`src/rtl/reset_sequencer.sv`:
```
// Staged reset release: hold all outputs in reset until lock has been stable,
// then release them one at a time, lowest bit first.
module reset_sequencer #(
    parameter int unsigned STRETCH_CYC = 16,
    parameter int unsigned GAP_CYC     = 8,
    parameter int unsigned NUM_OUT     = 3
) (
    input  logic               clk,
    input  logic               rst,
    input  logic               lock,
    input  logic               req,
    output logic [NUM_OUT-1:0] rst_out_N,
    output logic               busy,
    output logic               done
);

    localparam int unsigned MAX_CYC = (STRETCH_CYC > GAP_CYC) ? STRETCH_CYC : GAP_CYC;
    localparam int unsigned CNT_W   = $clog2(MAX_CYC + 1);
    localparam int unsigned IDX_W   = $clog2(NUM_OUT + 1);

    localparam logic [CNT_W-1:0] STRETCH_LAST = CNT_W'(STRETCH_CYC - 1);
    localparam logic [CNT_W-1:0] GAP_LAST     = CNT_W'(GAP_CYC - 1);
    localparam logic [IDX_W-1:0] IDX_LAST     = IDX_W'(NUM_OUT - 1);

    typedef enum logic [1:0] {
        ST_HOLD,
        ST_RELEASE,
        ST_RUN
    } state_t;

    state_t             r_state, w_state_nxt;
    logic [CNT_W-1:0]   r_cnt, w_cnt_nxt;
    logic [IDX_W-1:0]   r_idx, w_idx_nxt;
    logic [NUM_OUT-1:0] r_rst_n, w_rst_n_nxt;
    logic               r_busy, w_busy_nxt;
    logic               r_done, w_done_nxt;
    logic               w_abort;

    assign w_abort = !lock || req;

    // NOTE: every comb output gets a default first so no path leaves a latch.
    always_comb begin
        w_state_nxt = r_state;
        w_cnt_nxt   = r_cnt;
        w_idx_nxt   = r_idx;
        w_rst_n_nxt = r_rst_n;
        w_busy_nxt  = r_busy;
        w_done_nxt  = 1'b0;

        case (r_state)
            ST_HOLD: begin
                w_rst_n_nxt = '0;
                w_busy_nxt  = 1'b1;
                w_idx_nxt   = '0;
                if (w_abort) begin
                    w_cnt_nxt = '0;
                end else if (r_cnt == STRETCH_LAST) begin
                    w_cnt_nxt      = '0;
                    w_idx_nxt      = IDX_W'(1);
                    w_rst_n_nxt[0] = 1'b1;
                    if (NUM_OUT == 1) begin
                        w_state_nxt = ST_RUN;
                        w_busy_nxt  = 1'b0;
                        w_done_nxt  = 1'b1;
                    end else begin
                        w_state_nxt = ST_RELEASE;
                    end
                end else begin
                    w_cnt_nxt = r_cnt + CNT_W'(1);
                end
            end

            ST_RELEASE: begin
                if (w_abort) begin
                    w_state_nxt = ST_HOLD;
                    w_rst_n_nxt = '0;
                    w_busy_nxt  = 1'b1;
                    w_cnt_nxt   = '0;
                    w_idx_nxt   = '0;
                end else if (r_cnt == GAP_LAST) begin
                    w_cnt_nxt = '0;
                    w_idx_nxt = r_idx + IDX_W'(1);
                    // Thermometer fill keeps the release order monotonic by construction.
                    for (int k = 0; k < int'(NUM_OUT); k++) begin
                        w_rst_n_nxt[k] = (k <= int'(r_idx));
                    end
                    if (r_idx == IDX_LAST) begin
                        w_state_nxt = ST_RUN;
                        w_busy_nxt  = 1'b0;
                        w_done_nxt  = 1'b1;
                    end
                end else begin
                    w_cnt_nxt = r_cnt + CNT_W'(1);
                end
            end

            ST_RUN: begin
                w_rst_n_nxt = '1;
                w_busy_nxt  = 1'b0;
                if (w_abort) begin
                    w_state_nxt = ST_HOLD;
                    w_rst_n_nxt = '0;
                    w_busy_nxt  = 1'b1;
                    w_cnt_nxt   = '0;
                    w_idx_nxt   = '0;
                end
            end

            default: begin
                w_state_nxt = ST_HOLD;
                w_rst_n_nxt = '0;
                w_busy_nxt  = 1'b1;
                w_cnt_nxt   = '0;
                w_idx_nxt   = '0;
            end
        endcase
    end

    // NOTE: non-blocking assignments for all state so every register samples pre-edge values.
    always_ff @(posedge clk) begin
        if (rst) begin
            r_state <= ST_HOLD;
            r_cnt   <= '0;
            r_idx   <= '0;
            r_rst_n <= '0;
            r_busy  <= 1'b1;
            r_done  <= 1'b0;
        end else begin
            r_state <= w_state_nxt;
            r_cnt   <= w_cnt_nxt;
            r_idx   <= w_idx_nxt;
            r_rst_n <= w_rst_n_nxt;
            r_busy  <= w_busy_nxt;
            r_done  <= w_done_nxt;
        end
    end

    assign rst_out_N = r_rst_n;
    assign busy      = r_busy;
    assign done      = r_done;

endmodule

```
`config.mk`:
```
export PLATFORM = sky130hd
export DESIGN_NAME = reset_sequencer
export DESIGN_NICKNAME = d
export VERILOG_FILES = /design/src/rtl/reset_sequencer.sv
export SDC_FILE = /design/constraint.sdc
export NUM_CORES = 1
export LEC_CHECK = 0
export ABC_CLOCK_PERIOD_IN_PS = 1700
export BUFFER_PORTS_ARGS = -buffer_cell sky130_fd_sc_hd__buf_2
export CORE_UTILIZATION = 50
export DETAILED_ROUTE_END_ITERATION = 7
export PLACE_DENSITY_LB_ADDON = 0.1
export SLEW_MARGIN = 20
export SYNTH_ARGS = -nofsm -noshare
export SYNTH_HDL_FRONTEND = slang
export SYNTH_SLANG_ARGS = --single-unit
export TNS_END_PERCENT = 100
```
`constraint.sdc`:
```
create_clock -name clk -period 1.7 [get_ports clk]
set_clock_uncertainty 0.1 [all_clocks]
set_input_delay 0.085 -clock clk [delete_from_list [all_inputs] [get_ports clk]]
set_output_delay 0.085 -clock clk [all_outputs]
set_load 0.05 [all_outputs]
```
==> impl_metrics.json <==
{
  "track_usage": 0.236,
  "numClockSinks": 14,
  "initial_utilization": 0.537,
  "power.static_leakage_uw": 0.000402,
  "clock_insertion_delay_worst_skew_ns": 0.28,
  "power.internal_uw": 421,
  "ys_top_cells_by_area": "dfxtp_1, ha_1, inv_1, a21oi_1, o21ai_0",
  "number_of_antenna_violations_at_the_first_check_in_global_routing": 0,
  "route.final.wire_length_mm": 1.89,
  "fin_hold_ws_ns": 0.0809,
  "drc": 0,
  "die_area_um2": 1780,
  "grt_start_max_net_pins": 12,
  "req_time_crit_path_ns": 1.81,
  "firstDrtPassIters": 4,
  "max_slew.worst_pin.slew_ns": 0.446,
  "worst-r2r-setup-slack_ns": 0.11,
  "area_growth_syn_to_layout_pct": 27.4,
  "cts.clk_slew.worst_paths_ns": 0.08,
  "vdd_drop_max_uv": 413,
  "worstSetupEndpoint": "rst_out_N[0]$_SDFFE_PP0P_",
  "worst_r2r_startpoint": "r_cnt[0]$_SDFFE_PP0N_",
  "crit_path_max_fanout": 5,
  "synthDominantCellAreaShare": 0.347,
  "drt-initial-drc-count": 28,
  "diodes": 0,
  "placementRows": 14,
  "timing.final.crit_share": 0.937,
  "ff2ff_path_depth": 7,
  "rsz_0062_raised_after_global_routing": "yes",
  "comb_power_share": 0.036,
  "yosysWarningCount": 0,
  "asyncSetResetFlopFracSynth": 0,
  "sequential_group_share_of_total_power": 0.609,
  "net-switching-power_uw": 121,
  "setup-violations-final": 0,
  "worst_setup_path_type": "flop to flop",
  "first_global_vias": 746,
  "startpoint": "r_cnt[0]$_SDFFE_PP0N_",
  "grt_first_pass_wirelength_mm": 3.24,
  "synth_top_area_cell": "dfxtp_1",
  "cts.path.max_buffers": 2,
  "width_of_the_chip_um": 42.2,
  "final_estimated_routing_congestion_in_global_placement": 0.831,
  "synth.most_common_cell": "dfxtp_1",
  "post_synth_most_frequent_cells": "dfxtp_1, inv_1, ha_1",
  "grt-ovfl-total": 0,
  "arrival_ns": 1.71,
  "synthesis.area_um2": 808,
  "finish.instance_area_um2": 1030,
  "slew-limit-headroom": 0.702,
  "hpwl_mm": 1.28,
  "synth_seq_cells": 14,
  "tritoncts": "yes",
  "ctsRootBufferMaster": "clkbuf_4",
  "cts_buffers": 3,
  "netlist_instances": 96,
  "max_cap_viol_count": 0,
  "drv_slew": 0,
  "worst_setup_path_end_kind": "flop",
  "fmax_mhz": 628,
  "power-per-cell-area_nw_per_um2": 527,
  "core-area_um2": 1510,
  "drtAntennaViolNets": 0,
  "final_hold_viol_count": 0,
  "finalNetCount": 131,
  "status": "completed",
  "port-buffer-count": 8,
  "clock_power_share": 0.355,
  "ios": 9,
  "syn_area_per_cell_um2": 8.42,
  "syn_nets": 109,
  "reg2reg_to": "rst_out_N[0]$_SDFFE_PP0P_",
  "detail_route.vias_per_cell": 5.92,
  "die_height_um": 42.2,
  "htreeDepth": 1,
  "power.share.switching": 0.223,
  "placed_area_um2": 910,
  "worst_setup_path_start_kind": "flop",
  "ys_dominant_reg_cell": "dfxtp_1",
  "number_of_synthesized_flops_with_an_enable_pin": 0,
  "period_needed_ns": 1.59,
  "hold_path_class": "input pin to flop",
  "synth.distinct_cells": 28,
  "fraction_of_layout_instances_using_a_drive_strength_above_1": 0.310,
  "vias": 782,
  "route.detailed.wl_per_inst_um": 14.3,
  "synth-seq-area-share": 0.347
}
==> placed cells by master (no fill, tap or decap), types with 4 or more instances in the layout <==
cell type / instances
nor2_1: 6
ha_1: 5
inv_1: 10
dfxtp_1: 11
buf_2: 8
o21ai_0: 7
nand2_1: 4
a21oi_1: 8
buf_4: 10
nor3_1: 4
==> logic make-up after synthesis <==
kind of cell | synth area share
buffers and inverters | 0.0650
AND/OR/NAND/NOR | 0.200
multiplexers | 0.0124
flip-flops | 0.347
adder cells (fa/ha/maj) | 0.139
AO/OA/AOI/OAI | 0.237
==> final cells by class <==
type	count	area [µm²]
Multi-Input combinational cell	68	527
Fill cell	127	477
Sequential cell	14	284
Timing Repair Buffer	20	135
Inverter	11	41.3
Clock buffer	3	22.5
Tap cell	16	20.0
==> metal layers <==
layer  part of all wire  track usage
met1               0.45        0.280
met2               0.49        0.412
met3              0.039       0.0431
met4              0.015        0.100
met5                  0            0
==> worst min path at each step <==
stage                     cells past startpoint  from                       to
after floorplan                               1   rst  r_state[1]$_SDFFE_PP0P_
after global placement                        2   rst  r_state[1]$_SDFFE_PP0P_
after detailed placement                      2   rst  r_state[1]$_SDFFE_PP0P_
after CTS                                     3  lock        busy$_SDFFE_PP1P_
after global routing                          3  lock        busy$_SDFFE_PP1P_
final                                         3  lock        busy$_SDFFE_PP1P_
==> worst max-delay path, cell delays in order (launching register included) <==
cell and delay [ns]:
dfxtp_2 0.36, ha_4 0.16, nand3_1 0.11, inv_1 0.11
ha_4 0.16, a21oi_1 0.08, or3_1 0.31, a21oi_1 0.14
==> timing repair <==
item	CTS	global route
hold buffers	2	0
endpoints found under the setup margin	4	11
pin swaps	0	0
gates resized for setup	4	10
setup buffers	0	3
hold endpoints to repair	3	0
==> registers in the layout, summed over array words and instances (netlist names) <==
| name | count |
|---|---|
| busy | 1 |
| done | 1 |
| r_cnt | 5 |
| r_idx | 2 |
| r_state | 2 |
| rst_out_N | 3 |
==> power by group through the flow <==
stage	Sequential, µW	Combinational (µW)	Clock (µW)
floorplan	337	7.65	0
global placement	337	14.2	0
detailed placement	337	14.6	0
CTS	330	18.1	194
global route	331	21.9	206
finish	330	19.7	193
==> stage by stage <==
step	setup WS, ns	utilization	cells	TNS [ns]	total power [µW]
3_5_place_dp	-0.106	0.604	124	-0.106	352
4_1_cts	0.0234	0.645	129	0	542
3_3_place_gp	-0.00808	0.604	124	-0.00808	351
5_1_grt	-0.0185	0.684	132	-0.0185	559
2_1_floorplan	0.0989	-	96	0	345
6_report	0.107	0.684	132	0	543
Power figures use the tool's default switching activity.
